$ cat src/rtl/uart_pkg.sv
// Shared UART definitions used by the transmit sequencer and the receiver.
package uart_pkg;

  typedef enum logic [2:0] {
    IDLE   = 3'd0,
    START  = 3'd1,
    DATA   = 3'd2,
    PARITY = 3'd3,
    STOP   = 3'd4
  } uart_state_e;

  localparam logic UART_IDLE_LEVEL = 1'b1;
  localparam int   UART_CLKS_PER_BIT_DEFAULT = 5000;

  // Even parity bit over a byte; narrower frames are zero-extended by the caller.
  function automatic logic even_parity8(input logic [7:0] data);
    return ^data;
  endfunction

endpackage

$ cat src/rtl/baud_tick_gen.sv
// Bit-period divider: counts 0..CLKS_PER_BIT-1 and restarts on demand so a new
// frame's start bit is aligned to the accept cycle.
module baud_tick_gen
  import uart_pkg::*;
#(
  parameter int CLKS_PER_BIT = UART_CLKS_PER_BIT_DEFAULT
) (
  input  logic Clk,
  input  logic Reset,
  input  logic restart,
  output logic bit_end,
  output logic bit_pre_end
);

  localparam int CNT_W = $clog2(CLKS_PER_BIT);
  localparam logic [CNT_W-1:0] CNT_LAST = CNT_W'(CLKS_PER_BIT - 1);
  localparam logic [CNT_W-1:0] CNT_PRE  = CNT_W'(CLKS_PER_BIT - 2);

  logic [CNT_W-1:0] count_r;

  // Divider counter, cleared on restart and wrapped at the end of each bit.
  always_ff @(posedge Clk or posedge Reset) begin
    if (Reset) begin
      count_r <= {CNT_W{1'b0}};
    end else if (restart || bit_end) begin
      count_r <= {CNT_W{1'b0}};
    end else begin
      count_r <= count_r + CNT_W'(1);
    end
  end

  // bit_pre_end lets the sequencer register tx_ready for the final stop cycle.
  assign bit_end     = (count_r == CNT_LAST);
  assign bit_pre_end = (count_r == CNT_PRE);

endmodule

$ cat src/rtl/uart_tx_sequencer.sv
// UART transmit sequencer: start bit, data LSB first, optional even parity
// (compiled in with UART_TX_PARITY_EN), then STOP_BITS stop bits.
module uart_tx_sequencer
  import uart_pkg::*;
#(
  parameter int CLKS_PER_BIT = UART_CLKS_PER_BIT_DEFAULT,
  parameter int DATA_BITS    = 8,
  parameter int STOP_BITS    = 1
) (
  input  logic                 Clk,
  input  logic                 Reset,
  input  logic [DATA_BITS-1:0] tx_data,
  input  logic                 tx_valid,
  output logic                 tx_ready,
  output logic                 tx,
  output logic                 busy
);

  localparam int IDX_W = $clog2(DATA_BITS + 1);
  localparam logic [IDX_W-1:0] DATA_LAST = IDX_W'(DATA_BITS - 1);
  localparam logic [IDX_W-1:0] STOP_LAST = IDX_W'(STOP_BITS - 1);

  uart_state_e          state_r, state_s;
  logic [IDX_W-1:0]     bit_idx_r, bit_idx_s;
  logic [DATA_BITS-1:0] shift_r, shift_s;
  logic                 tx_r, tx_s;
  logic                 tx_ready_r, tx_ready_s;
  logic                 busy_r, busy_s;
  logic                 accept_s, bit_end_s, bit_pre_end_s;
`ifdef UART_TX_PARITY_EN
  logic                 parity_r;
`endif

  assign accept_s = tx_valid && tx_ready_r;

  baud_tick_gen #(.CLKS_PER_BIT(CLKS_PER_BIT)) u_baud (
    .Clk         (Clk),
    .Reset       (Reset),
    .restart     (accept_s),
    .bit_end     (bit_end_s),
    .bit_pre_end (bit_pre_end_s)
  );

  // State, datapath and registered outputs.
  always_ff @(posedge Clk or posedge Reset) begin
    if (Reset) begin
      state_r    <= IDLE;
      bit_idx_r  <= {IDX_W{1'b0}};
      shift_r    <= {DATA_BITS{1'b0}};
      tx_r       <= UART_IDLE_LEVEL;
      tx_ready_r <= 1'b1;
      busy_r     <= 1'b0;
`ifdef UART_TX_PARITY_EN
      parity_r   <= 1'b0;
`endif
    end else begin
      state_r    <= state_s;
      bit_idx_r  <= bit_idx_s;
      shift_r    <= shift_s;
      tx_r       <= tx_s;
      tx_ready_r <= tx_ready_s;
      busy_r     <= busy_s;
`ifdef UART_TX_PARITY_EN
      if (accept_s) begin
        parity_r <= even_parity8(8'(tx_data));
      end
`endif
    end
  end

  // Next-state logic; bit_idx counts data bits and then stop bits.
  always_comb begin
    state_s   = state_r;
    bit_idx_s = bit_idx_r;
    shift_s   = shift_r;
    case (state_r)
      IDLE: begin
        if (accept_s) begin
          state_s   = START;
          shift_s   = tx_data;
          bit_idx_s = {IDX_W{1'b0}};
        end else begin
          state_s = IDLE;
        end
      end
      START: begin
        if (bit_end_s) begin
          state_s   = DATA;
          bit_idx_s = {IDX_W{1'b0}};
        end else begin
          state_s = START;
        end
      end
      DATA: begin
        if (bit_end_s) begin
          shift_s = {1'b0, shift_r[DATA_BITS-1:1]};
          if (bit_idx_r == DATA_LAST) begin
            bit_idx_s = {IDX_W{1'b0}};
`ifdef UART_TX_PARITY_EN
            state_s   = PARITY;
`else
            state_s   = STOP;
`endif
          end else begin
            bit_idx_s = bit_idx_r + IDX_W'(1);
          end
        end else begin
          state_s = DATA;
        end
      end
`ifdef UART_TX_PARITY_EN
      PARITY: begin
        if (bit_end_s) begin
          state_s   = STOP;
          bit_idx_s = {IDX_W{1'b0}};
        end else begin
          state_s = PARITY;
        end
      end
`endif
      STOP: begin
        // tx_ready is only high in the last stop cycle, so accept implies bit end.
        if (accept_s) begin
          state_s   = START;
          shift_s   = tx_data;
          bit_idx_s = {IDX_W{1'b0}};
        end else if (bit_end_s) begin
          if (bit_idx_r == STOP_LAST) begin
            state_s   = IDLE;
            bit_idx_s = {IDX_W{1'b0}};
          end else begin
            bit_idx_s = bit_idx_r + IDX_W'(1);
          end
        end else begin
          state_s = STOP;
        end
      end
      default: begin
        state_s   = IDLE;
        bit_idx_s = {IDX_W{1'b0}};
      end
    endcase
  end

  // Output values for the next cycle, derived from the next state.
  always_comb begin
    tx_s   = UART_IDLE_LEVEL;
    busy_s = 1'b1;
    case (state_s)
      IDLE: begin
        tx_s   = UART_IDLE_LEVEL;
        busy_s = 1'b0;
      end
      START:  tx_s = ~UART_IDLE_LEVEL;
      DATA:   tx_s = shift_s[0];
`ifdef UART_TX_PARITY_EN
      PARITY: tx_s = parity_r;
`endif
      STOP:   tx_s = UART_IDLE_LEVEL;
      default: begin
        tx_s   = UART_IDLE_LEVEL;
        busy_s = 1'b0;
      end
    endcase
    if (state_s == IDLE) begin
      tx_ready_s = 1'b1;
    end else if ((state_r == STOP) && (bit_idx_r == STOP_LAST) && bit_pre_end_s) begin
      tx_ready_s = 1'b1;
    end else begin
      tx_ready_s = 1'b0;
    end
  end

  assign tx       = tx_r;
  assign tx_ready = tx_ready_r;
  assign busy     = busy_r;

endmodule

$ cat config.mk
export PLATFORM = sky130hd
export DESIGN_NAME = uart_tx_sequencer
export DESIGN_NICKNAME = d
export VERILOG_FILES = /design/src/rtl/uart_pkg.sv /design/src/rtl/baud_tick_gen.sv /design/src/rtl/uart_tx_sequencer.sv
export SDC_FILE = /design/constraint.sdc
export NUM_CORES = 1
export LEC_CHECK = 0
export ABC_AREA = 1
export ABC_CLOCK_PERIOD_IN_PS = 1700
export CELL_PAD_IN_SITES_DETAIL_PLACEMENT = 1
export CELL_PAD_IN_SITES_GLOBAL_PLACEMENT = 2
export CORE_MARGIN = 2
export CORE_UTILIZATION = 34
export DETAILED_ROUTE_END_ITERATION = 7
export GPL_TIMING_DRIVEN = 1
export PLACE_DENSITY_LB_ADDON = 0.1
export SYNTH_ARGS = -nofsm -noshare
export SYNTH_HDL_FRONTEND = slang
export SYNTH_SLANG_ARGS = --single-unit
export TNS_END_PERCENT = 1
$ cat constraint.sdc
create_clock -name Clk -period 1.7 [get_ports Clk]
set_clock_uncertainty 0.15 [all_clocks]
set_input_delay 0.255 -clock Clk [delete_from_list [all_inputs] [get_ports Clk]]
set_output_delay 0.255 -clock Clk [all_outputs]
set_load 0.02 [all_outputs]
Word-level counts from Yosys, hierarchy flattened:

Index checks and enable logic that the tools add are counted.

* flip-flop bits (word level): 31
* bits of input ports: 11
* output and inout bits: 3
* word-level logic and storage cells: 60

* add/subtract/negate cells: 2
* eq/ne operators: 14
* mux-type cells: 24
* reduce and logical (&&, ||, !) cells: 12

Operators with widths (number)
* 2-to-1 mux 4 bit: 7
* == test 13 bit, second input constant: 2
* 2-to-1 mux 8 bit: 2
* one-hot mux 4 bit (4 select lines): 1
* one-hot mux 8 bit (2 select lines): 1
* 2-to-1 mux 3 bit: 5
* adder 13 x 1 -> 13 bit, second input constant: 1
* 2-to-1 mux 13 bit: 1
* one-hot mux 3 bit (4 select lines): 1
* != test 2 x 1 -> 1 bit, second input constant: 4
* == test 3 x 1 -> 1 bit, second input constant: 2
* == test 3 x 2 -> 1 bit, second input constant: 2
* == test 3 bit, second input constant: 2
* logical NOT 3 bit: 2
* adder 4 x 1 -> 4 bit, second input constant: 1
* == test 4 x 3 -> 1 bit, second input constant: 1
* logical NOT 4 bit: 1
* 2-to-1 mux 1 bit: 4
* AND reduction 4 bit: 1
* logical AND 1 bit: 3
* != test 3 x 1 -> 1 bit, second input constant: 1
* AND reduction 3 bit: 1
* OR reduction 3 bit: 1
* 2-to-1 mux 2 bit: 1
* other kinds (4): 4

Depth between registers and ports, before layout:

* depth after elaboration: 8
* mapped depth: 10
* gate-level depth less buffers: 10

Cells and area by module:

From an unflattened synthesis, not the netlist that was laid out.

* cell total of the unflattened synthesis: 227
* area, all modules: 1742.9 µm²

By module, submodules not included
* uart_tx_sequencer: instances 1, cells an instance 128, area each 1003.5 µm²
* baud_tick_gen: instances 1, cells an instance 99, area each 739.5 µm²

Least setup slack after synthesis:

OpenSTA, ideal clock, no wires.

* kind: register to register
* start point: register u_baud.count_r[0]
* end point: register shift_r[1]
* arrival: 1262 ps
* required time: 1426 ps
* setup slack: 164 ps
* cell stages (with the launch flop): 9
* clock period less this slack: 1536 ps
* cells stage by stage: dfrtp_1 ha_1 nand3_1 nor2_4 nand2_4 nor2_4 nor2_2 nand2_1 nand3_1

* word-level cells in the longest chain between the ends: 3

RTL lines
* start: declaration: RTL line baud_tick_gen.sv:19 `logic [CNT_W-1:0] count_r;`
* start signal: assignment: RTL line baud_tick_gen.sv:24 `count_r <= {CNT_W{1'b0}};`
* start signal: assignment: RTL line baud_tick_gen.sv:26 `count_r <= {CNT_W{1'b0}};`
* start signal: assignment: RTL line baud_tick_gen.sv:28 `count_r <= count_r + CNT_W'(1);`
* == test 13 bit: RTL line baud_tick_gen.sv:33 `assign bit_end = (count_r == CNT_LAST);`
* != test 2 x 1 -> 1 bit (no source line)
* AND reduction 3 bit (no source line)
* end signal: assignment: RTL line uart_tx_sequencer.sv:49 `shift_r <= {DATA_BITS{1'b0}};`
* end signal: assignment: RTL line uart_tx_sequencer.sv:59 `shift_r <= shift_s;`
* end: declaration: RTL line uart_tx_sequencer.sv:25 `logic [DATA_BITS-1:0] shift_r, shift_s;`

Every way passes these cells.
A chain may end at the register's enable or synchronous reset.

Worst setup path in the final report:

* start point: register u_baud.count_r[1]
* end point: register shift_r[1]

Same word-level chain as after synthesis.

==> results.md <==
| Parameter | Reported |
|:---|:---|
| Clock tree from TritonCTS | built |
| Worst setup path class | reg2reg |
| Fraction of synthesis flops using an asynchronous set or reset pin | 100.0% |
| Sequential area share after synthesis | 46.63% |
| Total via count in the routed design | 1449 |
| Die Footprint | 5486 um^2 |
| Largest area contributor in the synthesized netlist | sky130_fd_sc_hd__dfrtp_1 |
| Minimum period implied by the final worst setup slack | 1.639 ns |
| Yosys Warn Count | 0 |
| Transition time at the pin with the least slew margin | 0.3627 ns |
| Final wirelength | 3901 um |
| Dpl cell area | 1956 um^2 |
| H-tree lvl count | 2 |
| Synth top cells by count | 53 x sky130_fd_sc_hd__nand2_1, 29 x sky130_fd_sc_hd__dfrtp_1, 22 x sky130_fd_sc_hd__inv_1, 22 x sky130_fd_sc_hd__nand3_1, 21 x sky130_fd_sc_hd__nor2_1 |
| Number of CTS-inserted buffers | 5 |
| Cell at the root of the clock tree | sky130_fd_sc_hd__clkbuf_8 |
| Cell with the biggest individual delay on the critical path | sky130_fd_sc_hd__dfrtp_1 |
| Series of cell instances along the critical path | ha_4, nand3_1, nor2_4, nand2_4, nor2_4, nor2_2, nand2_1, nand3_1 |
| Final cell area excluding filler cells | 2107 um^2 |
| Synth-to-Final Area Change | 26.24% |
| Filler cells | 569 |
| Highest attainable clock frequency | 0.6099 GHz |
| Min-Delay Path Class | in2async |
| Data arrival time of the critical path | 1.65 ns |
| Worst-case headroom to the max-slew limit | 75.63% |
| Number of hold-slack violations in the final timing report | 0 |
| Worst Path Buf+Inv | 0 |
| Worst Setup End Kind | flip-flop |
| Kind of cell with the highest combined delay on the critical path | simple AND/OR/NAND/NOR gates |
| Top post-synthesis cells by area | sky130_fd_sc_hd__dfrtp_1 43%, sky130_fd_sc_hd__nand2_1 12%, sky130_fd_sc_hd__nand3_1 6.6% |
| GPL Wtd Cong | 0.8041 |
| Maximum number of pins on one net before global-route repair | 32 |
| Num ports | 14 |
| Post-detailed-route count of antenna-violating nets | 0 |
| GRT Resource Usage Total | 16.38% |
| Die X-Extent | 74.07 um |
| Antenna cell count | 0 |
| Final HPWL DP | 2982 um |
| Number of input and output port buffers inserted | 13 |
| Number of library cell types mapped by synthesis | 25 |
| Fraction of final layout cells with drive strength greater than 1 | 19.41% |
| Number of pins exceeding their max-slew limit in the final report | 0 |
| Via density | 4.766 |
| Peak supply drop | 427.2 uV |
| Die H | 74.07 um |
| Outcome | completed |
| Power per cell area | 1157 nW/um^2 |
| Post-synthesis instance total | 207 |
| Starting density of the core | 35.34% |
| Number of antenna violations at the first check in global routing | 0 |
| Worst r2r src | u_baud.count_r[1] |
| Post-layout instance count excluding filler cells | 304 |
| Static Leak | 0.9849 nW |
| CP Launch Type | flip-flop |
| TritonCTS sink count | 31 |
| Number of global-route vias before repair | 1503 |
| Site Rows | 25 |
| Number of DRC violations after detailed routing | 0 |
| Top FF cell, synth | sky130_fd_sc_hd__dfrtp_1 |
| Required time of the worst setup path | 1.71 ns |
| Count leader, synth | sky130_fd_sc_hd__nand2_1 |
| Final worst-path cycle share | 96.44% |
| Iteration-0 DRC Markers | 44 |
| Count of endpoints failing setup in the final report | 0 |
| Net Count, Synth | 222 |
| Number of buffers added to fix hold violations after cts | 0 |
| Synthesized area divided by synthesized cell count | 8.063 um^2 |
| Number of synthesized register bits | 31 |
| Start point of the critical path | u_baud.count_r[1] |
| Biggest fanout along the worst timing path | 7 |
| Global route overflow | 0 |
| Number of iterations in the first detailed-routing pass | 4 |
| Count of flip-flops with a built-in enable after synthesis | 0 |
| Placed Cells incl. Taps | 295 |
| Final hold slack | 0.1806 ns |
| Floorplan Core Area | 4723 um^2 |
| Area share of the largest cell type after synthesis | 43.48% |
| Clock latency of the later-clocked register in the worst-skew pair | 0.28 ns |
| Number of buffers on the longest clock path | 2 |
| Mapped cell area | 1669 um^2 |
| Reported max-cap violation count | 0 |
| Fin nets | 251 |
| Unrepaired setup endpoints after global routing | true |
| Wire length of the first global-routing pass | 6865 um |
| Clock transition at the registers of the reported paths | 0.07 ns |
| Largest stage delay on the critical path | 0.41 ns |
| Per-cell routed wire length | 12.83 um |
-- what timing repair did --
item                       4_1_cts  5_1_grt
setup buffers                    0        1
gates resized for setup          2        7
pin swaps                        1        1
setup endpoints to repair        4       18
-- logic make-up (layout without fill, tap and decap cells) --
logic type / count (synthesis) / after routing / share of synthesized area [%]
buffers and inverters: 25 / 55 / 5.622
XOR/XNOR: 4 / 4 / 2.099
AO/OA/AOI/OAI: 14 / 14 / 4.573
adder cells (fa/ha/maj): 4 / 4 / 2.999
AND/OR/NAND/NOR: 129 / 129 / 38.08
flip-flops: 31 / 31 / 46.63
-- final cells by class --
type | count | area (um^2) | share of cell area [%]
inverters | 25 | 93.84 | 4.454
clock inverters | 2 | 35.03 | 1.663
multi-input cells | 151 | 825.8 | 39.19
repair buffers | 22 | 207.7 | 9.857
clock buffers | 6 | 82.58 | 3.919
well taps | 67 | 83.83 | 3.979
flip-flops and latches | 31 | 778.2 | 36.94
-- worst register-to-register path, stage by stage (launching register included) --
cell and delay (ns):
sky130_fd_sc_hd__dfrtp_1 0.41, sky130_fd_sc_hd__ha_4 0.16, sky130_fd_sc_hd__nand3_1 0.11, sky130_fd_sc_hd__nor2_4 0.19, sky130_fd_sc_hd__nand2_4 0.11, sky130_fd_sc_hd__nor2_4 0.13
sky130_fd_sc_hd__nor2_2 0.09, sky130_fd_sc_hd__nand2_1 0.08, sky130_fd_sc_hd__nand3_1 0.08
-- placed cells by master, fill, tap and decap left out, drive strengths merged --
cell	instances
nor2	29
buf	9
clkinv	1
nand2	60
nand4	6
dfrtp	29
a21oi	7
dfstp	2
inv	25
o21ai	6
bufinv	1
nand3	24
clkdlybuf4s50	11
clkbuf	6
nor3	8
dlygate4sd2	2
ha	4
a21boi	1
or2	1
xor2	4
nand3b	1
-- stage by stage --
stage                      TNS, ns  utilization, %  total power [W]  setup WS [ns]
final                            0           44.61         0.002438        0.06052
after global routing       -0.6613           44.61         0.002628       -0.09664
after CTS                        0           43.84         0.002430        0.01027
after detailed placement   -0.4091           41.40         0.001657        -0.1136
after global placement    -0.09720           41.40         0.001617       -0.03931
after floorplan                  0               -         0.001429         0.1641
-- registers in the layout, indices dropped and copies added (netlist names) --
| register | count |
|---|---|
| u_baud.count_r | 13 |
| shift_r | 8 |
| bit_idx_r | 4 |
| state_r | 3 |
| busy | 1 |
| tx | 1 |
| tx_ready | 1 |
-- report_power, final --
group	leakage (nW)	switching [W]	internal (W)	total, W
Clock	0.0612	0.000288	0.000474	0.000762
Sequential	0.396	0.000147	0.000931	0.00108
Combinational	0.528	0.000348	0.000250	0.000598
-- worst paths after layout --
check                                    endpoint  slack [ns]  cells past startpoint
worst min register to register         shift_r[7]        0.33                      2
worst max register to register         shift_r[1]        0.06                      8
worst min-delay path            u_baud.count_r[2]        0.18                      3
worst max-delay path                   shift_r[1]        0.06                      8
max in group asynchronous                      tx        0.98                      3
min in group Clk                       shift_r[7]        0.33                      2
-- metal layers --
| metal | GRT usage, % | vias to the layer above | routed length [um] |
|---|---|---|---|
| met5 | 0 | - | 0 |
| met4 | 5.455 | 0 | 54 |
| met3 | 4.065 | 5 | 101 |
| met2 | 27.88 | 12 | 2034 |
| met1 | 20.34 | 705 | 1711 |
| li1 | - | 727 | - |
Power figures use the tool's default switching activity.
